<file path="config.mk">
export PLATFORM = sky130hd
export DESIGN_NAME = regfile_scb_flat
export DESIGN_NICKNAME = d
export VERILOG_FILES = /design/src/rtl/regfile_scb_if.sv /design/src/rtl/regfile_scb.sv /design/src/flat_wrapper.sv
export SDC_FILE = /design/constraint.sdc
export NUM_CORES = 2
export LEC_CHECK = 0
export BUFFER_PORTS_ARGS = -buffer_cell sky130_fd_sc_hd__buf_2
export CAP_MARGIN = 20
export CELL_PAD_IN_SITES_DETAIL_PLACEMENT = 1
export CELL_PAD_IN_SITES_GLOBAL_PLACEMENT = 1
export CORE_ASPECT_RATIO = 0.6
export CORE_MARGIN = 2
export CORE_UTILIZATION = 38
export DETAILED_ROUTE_END_ITERATION = 10
export PLACE_DENSITY_LB_ADDON = 0.1
export SYNTH_ARGS = -nofsm -noshare
export SYNTH_HDL_FRONTEND = slang
export SYNTH_SLANG_ARGS = --single-unit
</file>
<file path="constraint.sdc">
create_clock -name clk -period 4.5 [get_ports clk]
set_input_delay 0.9 -clock clk [delete_from_list [all_inputs] [get_ports clk]]
set_output_delay 0.9 -clock clk [all_outputs]
set_load 0.01 [all_outputs]
</file>
<file path="src/rtl/regfile_scb_if.sv">
// Bus bundle for regfile_scb: two read ports, one write port and the claim/scoreboard port.
// Parameters must match the regfile_scb instance that uses the slave modport.
interface regfile_scb_if #(
    parameter int DATA_W = 32,
    parameter int ADDR_W = 5
);
    logic [ADDR_W-1:0] rr_1;
    logic [ADDR_W-1:0] rr_2;
    logic [DATA_W-1:0] rd_1;
    logic [DATA_W-1:0] rd_2;
    logic              rd_valid_1;
    logic              rd_valid_2;
    logic [ADDR_W-1:0] wr;
    logic [DATA_W-1:0] wd;
    logic              reg_write;
    logic              claim;
    logic [ADDR_W-1:0] claim_reg;
    logic              claim_ok;
    logic [ADDR_W:0]   pend_cnt;

    modport master (
        output rr_1, rr_2, wr, wd, reg_write, claim, claim_reg,
        input  rd_1, rd_2, rd_valid_1, rd_valid_2, claim_ok, pend_cnt
    );

    modport slave (
        input  rr_1, rr_2, wr, wd, reg_write, claim, claim_reg,
        output rd_1, rd_2, rd_valid_1, rd_valid_2, claim_ok, pend_cnt
    );
endinterface

</file>
<file path="src/rtl/regfile_scb.sv">
// Register file with two registered write-first read ports and a per-entry pending
// scoreboard: a claim marks an entry as awaiting a producer, a write to it clears the mark.
module regfile_scb #(
    parameter int DATA_W    = 32,
    parameter int ADDR_W    = 5,
    parameter int ZERO_REG  = 1,
    parameter int INIT_MODE = 1
) (
    input  logic          clk,
    input  logic          rst_n,
    regfile_scb_if.slave  bus
);
    localparam int DEPTH = 2 ** ADDR_W;
    localparam int CNT_W = ADDR_W + 1;

    logic [DATA_W-1:0] mem_q [DEPTH];
    logic [DATA_W-1:0] mem_d [DEPTH];
    logic [DEPTH-1:0]  pend_q;
    logic [DEPTH-1:0]  pend_d;
    logic [CNT_W-1:0]  pend_cnt_q;
    logic [CNT_W-1:0]  pend_cnt_d;
    logic [DATA_W-1:0] rd_1_q;
    logic [DATA_W-1:0] rd_1_d;
    logic [DATA_W-1:0] rd_2_q;
    logic [DATA_W-1:0] rd_2_d;
    logic              rd_valid_1_q;
    logic              rd_valid_1_d;
    logic              rd_valid_2_q;
    logic              rd_valid_2_d;

    logic wr_zero;
    logic claim_zero;
    logic write_en;
    logic claim_acc;
    logic clear_hit;

    // Entry 0 is inert when hardwired: no data write, no claim, never pending.
    always_comb begin
        wr_zero    = (ZERO_REG != 0) && (bus.wr == '0);
        claim_zero = (ZERO_REG != 0) && (bus.claim_reg == '0);
        write_en   = bus.reg_write && !wr_zero;
        claim_acc  = rst_n && bus.claim && !pend_q[bus.claim_reg] && !claim_zero;
        clear_hit  = bus.reg_write && pend_q[bus.wr];
    end

    always_comb begin
        for (int i = 0; i < DEPTH; i++) begin
            mem_d[i] = mem_q[i];
        end
        if (write_en) begin
            mem_d[bus.wr] = bus.wd;
        end
    end

    // Clear before set: a same-entry claim is only accepted when the entry was idle,
    // so it must win; a rejected claim never reaches the set.
    always_comb begin
        pend_d = pend_q;
        if (bus.reg_write) begin
            pend_d[bus.wr] = 1'b0;
        end
        if (claim_acc) begin
            pend_d[bus.claim_reg] = 1'b1;
        end

        pend_cnt_d = pend_cnt_q;
        if (claim_acc && !clear_hit) begin
            pend_cnt_d = pend_cnt_q + CNT_W'(1);
        end else if (!claim_acc && clear_hit) begin
            pend_cnt_d = pend_cnt_q - CNT_W'(1);
        end
    end

    always_comb begin
        rd_1_d       = mem_q[bus.rr_1];
        rd_valid_1_d = !pend_q[bus.rr_1];
        if ((ZERO_REG != 0) && (bus.rr_1 == '0)) begin
            rd_1_d       = '0;
            rd_valid_1_d = 1'b1;
        end else if (write_en && (bus.wr == bus.rr_1)) begin
            rd_1_d       = bus.wd;
            rd_valid_1_d = 1'b1;
        end

        rd_2_d       = mem_q[bus.rr_2];
        rd_valid_2_d = !pend_q[bus.rr_2];
        if ((ZERO_REG != 0) && (bus.rr_2 == '0)) begin
            rd_2_d       = '0;
            rd_valid_2_d = 1'b1;
        end else if (write_en && (bus.wr == bus.rr_2)) begin
            rd_2_d       = bus.wd;
            rd_valid_2_d = 1'b1;
        end
    end

    always_ff @(posedge clk or negedge rst_n) begin
        if (!rst_n) begin
            for (int i = 0; i < DEPTH; i++) begin
                mem_q[i] <= (INIT_MODE != 0) ? DATA_W'(i) : '0;
            end
            pend_q       <= '0;
            pend_cnt_q   <= '0;
            rd_1_q       <= '0;
            rd_2_q       <= '0;
            rd_valid_1_q <= 1'b0;
            rd_valid_2_q <= 1'b0;
        end else begin
            for (int i = 0; i < DEPTH; i++) begin
                mem_q[i] <= mem_d[i];
            end
            pend_q       <= pend_d;
            pend_cnt_q   <= pend_cnt_d;
            rd_1_q       <= rd_1_d;
            rd_2_q       <= rd_2_d;
            rd_valid_1_q <= rd_valid_1_d;
            rd_valid_2_q <= rd_valid_2_d;
        end
    end

    assign bus.claim_ok   = claim_acc;
    assign bus.rd_1       = rd_1_q;
    assign bus.rd_2       = rd_2_q;
    assign bus.rd_valid_1 = rd_valid_1_q;
    assign bus.rd_valid_2 = rd_valid_2_q;
    assign bus.pend_cnt   = pend_cnt_q;

endmodule
</file>
<file path="src/flat_wrapper.sv">
// flat-port wrapper written by rule: the top's interface ports become plain ports
module regfile_scb_flat 
#(
    parameter int DATA_W    = 32,
    parameter int ADDR_W    = 5,
    parameter int ZERO_REG  = 1,
    parameter int INIT_MODE = 1
)
  (clk, rst_n, bus_rr_1, bus_rr_2, bus_wr, bus_wd, bus_reg_write, bus_claim, bus_claim_reg, bus_rd_1, bus_rd_2, bus_rd_valid_1, bus_rd_valid_2, bus_claim_ok, bus_pend_cnt);
  regfile_scb_if #(.DATA_W(DATA_W), .ADDR_W(ADDR_W)) bus_i ();
  input  logic clk;
  input  logic rst_n;
  input wire logic [$bits(bus_i.rr_1)-1:0] bus_rr_1;
  input wire logic [$bits(bus_i.rr_2)-1:0] bus_rr_2;
  input wire logic [$bits(bus_i.wr)-1:0] bus_wr;
  input wire logic [$bits(bus_i.wd)-1:0] bus_wd;
  input wire logic [$bits(bus_i.reg_write)-1:0] bus_reg_write;
  input wire logic [$bits(bus_i.claim)-1:0] bus_claim;
  input wire logic [$bits(bus_i.claim_reg)-1:0] bus_claim_reg;
  output wire logic [$bits(bus_i.rd_1)-1:0] bus_rd_1;
  output wire logic [$bits(bus_i.rd_2)-1:0] bus_rd_2;
  output wire logic [$bits(bus_i.rd_valid_1)-1:0] bus_rd_valid_1;
  output wire logic [$bits(bus_i.rd_valid_2)-1:0] bus_rd_valid_2;
  output wire logic [$bits(bus_i.claim_ok)-1:0] bus_claim_ok;
  output wire logic [$bits(bus_i.pend_cnt)-1:0] bus_pend_cnt;
  assign bus_i.rr_1 = bus_rr_1;
  assign bus_i.rr_2 = bus_rr_2;
  assign bus_i.wr = bus_wr;
  assign bus_i.wd = bus_wd;
  assign bus_i.reg_write = bus_reg_write;
  assign bus_i.claim = bus_claim;
  assign bus_i.claim_reg = bus_claim_reg;
  assign bus_rd_1 = bus_i.rd_1;
  assign bus_rd_2 = bus_i.rd_2;
  assign bus_rd_valid_1 = bus_i.rd_valid_1;
  assign bus_rd_valid_2 = bus_i.rd_valid_2;
  assign bus_claim_ok = bus_i.claim_ok;
  assign bus_pend_cnt = bus_i.pend_cnt;
  regfile_scb #(.DATA_W(DATA_W), .ADDR_W(ADDR_W), .ZERO_REG(ZERO_REG), .INIT_MODE(INIT_MODE)) u_core (.clk(clk), .rst_n(rst_n), .bus(bus_i));
endmodule
</file>
Word level (Yosys, flattened, before mapping)
Index checks and enable logic that the tools add are counted.
{"block": "word_totals", "regBits": 1128, "latchBits": 0, "mem_bits_rw": 0, "mem_bits_ro": 0, "in_bits": 56, "output_inout_bits": 73, "word_cells": 115, "n_memories": 0}
{"block": "classes", "n_addsub": 2, "n_mul": 0, "div_mod_pow": 0, "magnitude_cmp": 10, "n_eq_ne": 2, "shifts": 0, "muxes": 33, "bitwise_logic": 6, "reduce_logical": 24}
{"op": "1024-bit bitwise mux", "n": 1}
{"op": "32-bit 2-to-1 mux", "n": 11}
{"op": "32-bit binary-select mux with 5-bit select", "n": 2}
{"op": "32-bit demux with 5-bit select", "n": 1}
{"op": "32-bit bitwise AND", "n": 1}
{"op": "32-bit inverter", "n": 1}
{"op": "32-bit bitwise OR", "n": 1}
{"op": "5-bit by 6-bit < comparator with 1-bit output, second input constant", "n": 4}
{"op": "1-bit binary-select mux with 5-bit select", "n": 4}
{"op": "5-bit logical NOT", "n": 4}
{"op": "6-bit >= comparator, second input constant", "n": 3}
{"op": "5-bit inverter with 6-bit output", "n": 3}
{"op": "1-bit logical AND", "n": 12}
{"op": "6-bit 2-to-1 mux", "n": 2}
{"op": "1-bit demux with 5-bit select", "n": 2}
{"op": "5-bit equality test", "n": 2}
{"op": "5-bit by 1-bit >= comparator with 1-bit output, second input constant", "n": 2}
{"op": "1-bit 2-to-1 mux", "n": 10}
{"op": "1-bit logical NOT", "n": 7}
{"op": "6-bit by 1-bit adder with 6-bit output, second input constant", "n": 1}
{"op": "6-bit by 1-bit < comparator with 1-bit output, second input constant", "n": 1}
{"op": "6-bit by 1-bit subtractor with 6-bit output, second input constant", "n": 1}
{"op": "2-bit nonzero test", "n": 1}

Longest topological paths before layout
{"block": "logic_depth", "depth_word": 9, "mapped_depth": 15, "mapped_depth_nobuf": 13}

Worst setup path before layout
OpenSTA, ideal clock, no wires.
{"block": "synth_timing", "kind": "input port to flip-flop", "from": "input bus_claim_reg[0]", "to": "register u_core.pend_cnt_q[5], in the netlist u_core.bus.pend_cnt[5]", "setup_time_ns": 0.147, "arrival_time_ns": 4.019, "t_required_ns": 4.353, "path_slack_ns": 0.334, "path_stages": 15, "path_buffers": 2, "cell_sequence": "buf_2 > mux4_2 > a22oi_1 > and3_1 > inv_2 > buf_4 > nor3_1 > ha_1 > inv_1 > ha_1 > a21oi_1 > a21boi_0 > o21a_1 > o2111ai_1 > o311ai_0"}
{"block": "synth_via", "elab_chain_cells": 8}
{"element": "from (decl)", "line_no": "flat_wrapper.sv:19", "source": "input wire logic [$bits(bus_i.claim_reg)-1:0] bus_claim_reg;"}
{"element": "1-bit binary-select mux with 5-bit select", "line_no": "regfile_scb.sv:42", "source": "claim_acc = rst_n && bus.claim && !pend_q[bus.claim_reg] && !claim_zero;"}
{"element": "1-bit 2-to-1 mux (not written as such)", "line_no": "regfile_scb.sv:42"}
{"element": "1-bit logical NOT", "line_no": "regfile_scb.sv:42"}
{"element": "1-bit logical AND", "line_no": "regfile_scb.sv:42"}
{"element": "1-bit logical AND (*)", "line_no": "regfile_scb.sv:42"}
{"element": "via bus_claim_ok", "line_no": "flat_wrapper.sv:24", "source": "output wire logic [$bits(bus_i.claim_ok)-1:0] bus_claim_ok;"}
{"element": "1-bit logical NOT", "line_no": "regfile_scb.sv:69", "source": "end else if (!claim_acc && clear_hit) begin"}
{"element": "1-bit logical AND", "line_no": "regfile_scb.sv:69"}
{"element": "2-bit nonzero test (no source line)"}
{"element": "to (signal assigned)", "line_no": "regfile_scb.sv:112", "source": "pend_cnt_q <= pend_cnt_d;"}
{"element": "to (decl)", "line_no": "regfile_scb.sv:20", "source": "logic [CNT_W-1:0] pend_cnt_q;"}
Mark *: on every way through the listed nets, which the timed path passes. The rest lies on a longest branch. The select of a mux whose other input is x is not followed.
A chain may end at the register's enable or synchronous reset.

Worst setup path in the final report
{"block": "layout_timing", "from": "input bus_claim_reg[0]", "to": "register u_core.pend_cnt_q[5], in the netlist u_core.bus.pend_cnt[5]"}
{"block": "layout_via", "elab_chain_cells": 8}
{"element": "1-bit binary-select mux with 5-bit select", "line_no": "regfile_scb.sv:42"}
{"element": "1-bit 2-to-1 mux (not written as such)", "line_no": "regfile_scb.sv:42"}
{"element": "1-bit logical NOT", "line_no": "regfile_scb.sv:42"}
{"element": "1-bit logical AND", "line_no": "regfile_scb.sv:42"}
{"element": "1-bit logical AND (*)", "line_no": "regfile_scb.sv:42"}
{"element": "1-bit logical NOT", "line_no": "regfile_scb.sv:69"}
{"element": "1-bit logical AND", "line_no": "regfile_scb.sv:69"}
{"element": "2-bit nonzero test (no source line)"}
Mark *: on every way between the ends. The rest lies on a longest branch, timed or not. The select of a mux whose other input is x is not followed.

==> results.toml <==
[sta]
hold_violations = 0
setup-violations-final = 0
rsz0062_at_grt = "no"
fin_crit_sh_pct = 84.1
finalClockSkew_ns = 0.0184
whs_ns = 0.202
slew_violations = 0
fin_crit_ns = 3.78
fmax_mhz = 264
worst_pin_slew_ns = 1.12
setup_tns_ns = 0
slew_headroom_pct = 25.4

[global_routing]
track_usage_pct = 27.0
grt_max_degree = 133
grt_pass1_wl_mm = 316
overflow = 0
grt_pass1_vias = 41000
antenna_found_initial = 8

[route]
first_pass_iters = 5
num_vias = 39300
viasPerCell = 6.15
drc = 0
ant_nets = 0
first_iter_violations = 2776
wl_per_cell_um = 33.8
wirelength_mm = 216

[setup_path]
worstSetupEndpointType = "flip-flop"
r2r-start = "u_core.pend_q[23]"
cp_max_fo = 6
endpoint = "u_core.bus.pend_cnt[5]"
crit_type = "in -> reg"
cp-startpoint = "bus_claim_reg[0]"
critPathRequiredTime_ns = 5.14
start_kind = "input pin"
worstPathArrival_ns = 4.42
r2r_end = "u_core.bus.pend_cnt[5]"
rrSetupSlack_ns = 0.72
r2r_cells = 13

[yosys]
synth_area_leaders = "dfrtp_1 (44%), mux4_2 (16%), mux2_2 (16%)"
ys_ff_latch = 1128
ys_warn_count = 0
avgSynthCellArea_um2 = 14.2
synth_enable_flop_cells = 0
synth_ff_type = "dfrtp_1"
seq_area_frac_synth_pct = 47.2
netlist_instances = 4231
async_reset_ff_share_pct = 100
synth_top_cell_area_share_pct = 43.7
synth_fp_nets = 4294
yosys.area.top_type = "dfrtp_1"
synth_cell_types = 71
synth_area_um2 = 60000

[placed_design]
dp_hpwl_mm = 127
place_inst = 6157
port-buffer-count = 128
gp_congestion = 0.797

[cells_and_area]
drive_gt1_share_pct = 44.1
layout.cells.non_filler = 6386
mostFrequentLayoutCell = "dfrtp_1"
area_growth_pct = 12.4
final_cell_mix = "dfrtp_1 (1,048), mux2_2 (827), mux4_2 (422)"
fin_nets = 4230

[power]
power_density_nw_per_um2 = 451
leakage_nw = 29.2
total_power_mw = 30.4
peakVddDrop_uv = 357

[outcome]
outcome = "completed"

[cts]
hold_buffers = 0
cts.sinks = 1128
clkTransAtPathRegs_ns = 0.07
insertion_delay_ns = 0.77
cts_tree = "built"
cts_setup_buffers = 0
clk_path_buf_depth = 3
htreeDepth = 3
clockRootBuffer = "clkbuf_16"
cts_buffers = 117
cts.repair.resized = 0

[die]
rows = 112
core_um2 = 156000
dieWidth_um = 517
start_util_pct = 38.4
ioPinCount = 129
dieArea_um2 = 161000
dieHeight_um = 312

[min_path]
hp-class = "in -> async"

[job]
cap_violations = 0
## cell type report
type	instances	area (um^2)
fillers	15400	88700
multi-input cells	2578	29700
flip-flops and latches	1128	28300
clock buffers	185	3630
well taps	2109	2640
repair buffers	292	2480
clock inverters	39	492
inverters	50	188
diodes	5	12.5
## worst min path at each step
| stage | startpoint | to | slack, ns | cells after the start |
|---|---|---|---|---|
| 2_1_floorplan | u_core.mem_q[1021] | u_core.mem_q[1021] | 0.42 | 1 |
| 3_3_place_gp | u_core.mem_q[1021] | u_core.mem_q[1021] | 0.36 | 0 |
| 3_5_place_dp | u_core.mem_q[1021] | u_core.mem_q[1021] | 0.36 | 0 |
| 4_1_cts | rst_n | u_core.mem_q[607] | 0.23 | 2 |
| 5_1_grt | rst_n | u_core.mem_q[607] | 0.23 | 2 |
| 6_report | rst_n | u_core.mem_q[607] | 0.20 | 2 |
## logic make-up (layout without fill, tap and decap cells)
kind of cell,after synthesis,in the layout,share of synthesized area (%)
mux,1673,1673,38.7
compound gates,574,574,7.13
flops,1128,1128,47.2
fa+ha+maj,7,7,0.159
xor+xnor,13,13,0.190
buf+inv,525,566,3.87
simple gates,311,311,2.69
other cells,0,5,0
## per-layer routing
layer	track usage (%)	share of wire (%)
met5	0	0
met4	5.39	1.9
met3	5.03	5.5
met2	39.7	44
met1	41.3	49
## report_power, final
part / switching, mW / internal (mW) / leakage, nW
sequential: 1.49 / 12.2 / 14.2
clock: 4.41 / 6.14 / 2.05
combinational: 2.74 / 3.41 / 12.9
## cells in the mapped netlist (6+ instances only)
library cell and number:
o31ai_1 10, mux2i_1 290, buf_6 13, xnor2_1 10, a32o_1 9, nor2_1 46, a221oi_1 93, o41ai_2 6
nand2_1 95, o21ai_0 61, nand3_1 26, nand2b_1 11, clkbuf_1 294, nor3_1 14, a32oi_1 29, nor2b_1 55
nand4_1 14, buf_1 17, o21bai_1 16, ha_1 6, dfrtp_1 1048, a211o_1 33, buf_2 126, nor4b_1 12
a221o_1 25, dfstp_2 80, o22ai_1 19, a22oi_1 50, mux2_2 827, o21ai_1 21, nor3b_1 6, o221ai_1 9
a21oi_1 75, mux2_1 134, nand3b_1 6, buf_4 25, inv_1 48, a211oi_1 91, mux4_2 422
## critical path, stage by stage
cell and delay (ns):
buf_2 0.23, mux4_2 0.54, a21oi_1 0.27, and3_1 0.26, inv_2 0.05, nor3_1 0.25, ha_1 0.47, inv_1 0.19
ha_1 0.33, a21oi_1 0.19, a21boi_0 0.17, o21a_1 0.24, o2111ai_1 0.19, o311ai_0 0.14
## sequential cells by signal, indices dropped and copies added, names as in the netlist
register	count
u_core.bus.pend_cnt	6
u_core.bus.rd_1	32
u_core.bus.rd_2	32
u_core.bus.rd_valid_1	1
u_core.bus.rd_valid_2	1
u_core.mem_q	1024
u_core.pend_q	32
## stage by stage
step	utilization, %	worst slack, ns	cell area (um^2)
after CTS	43.2	0.677	67400
after floorplan	-	0.334	60000
after global placement	40.5	-0.136	63300
after detailed placement	40.5	-0.0848	63300
after global routing	43.2	0.523	67400
final	43.2	0.717	67400
No activity file was read; power rests on OpenSTA's default activity.
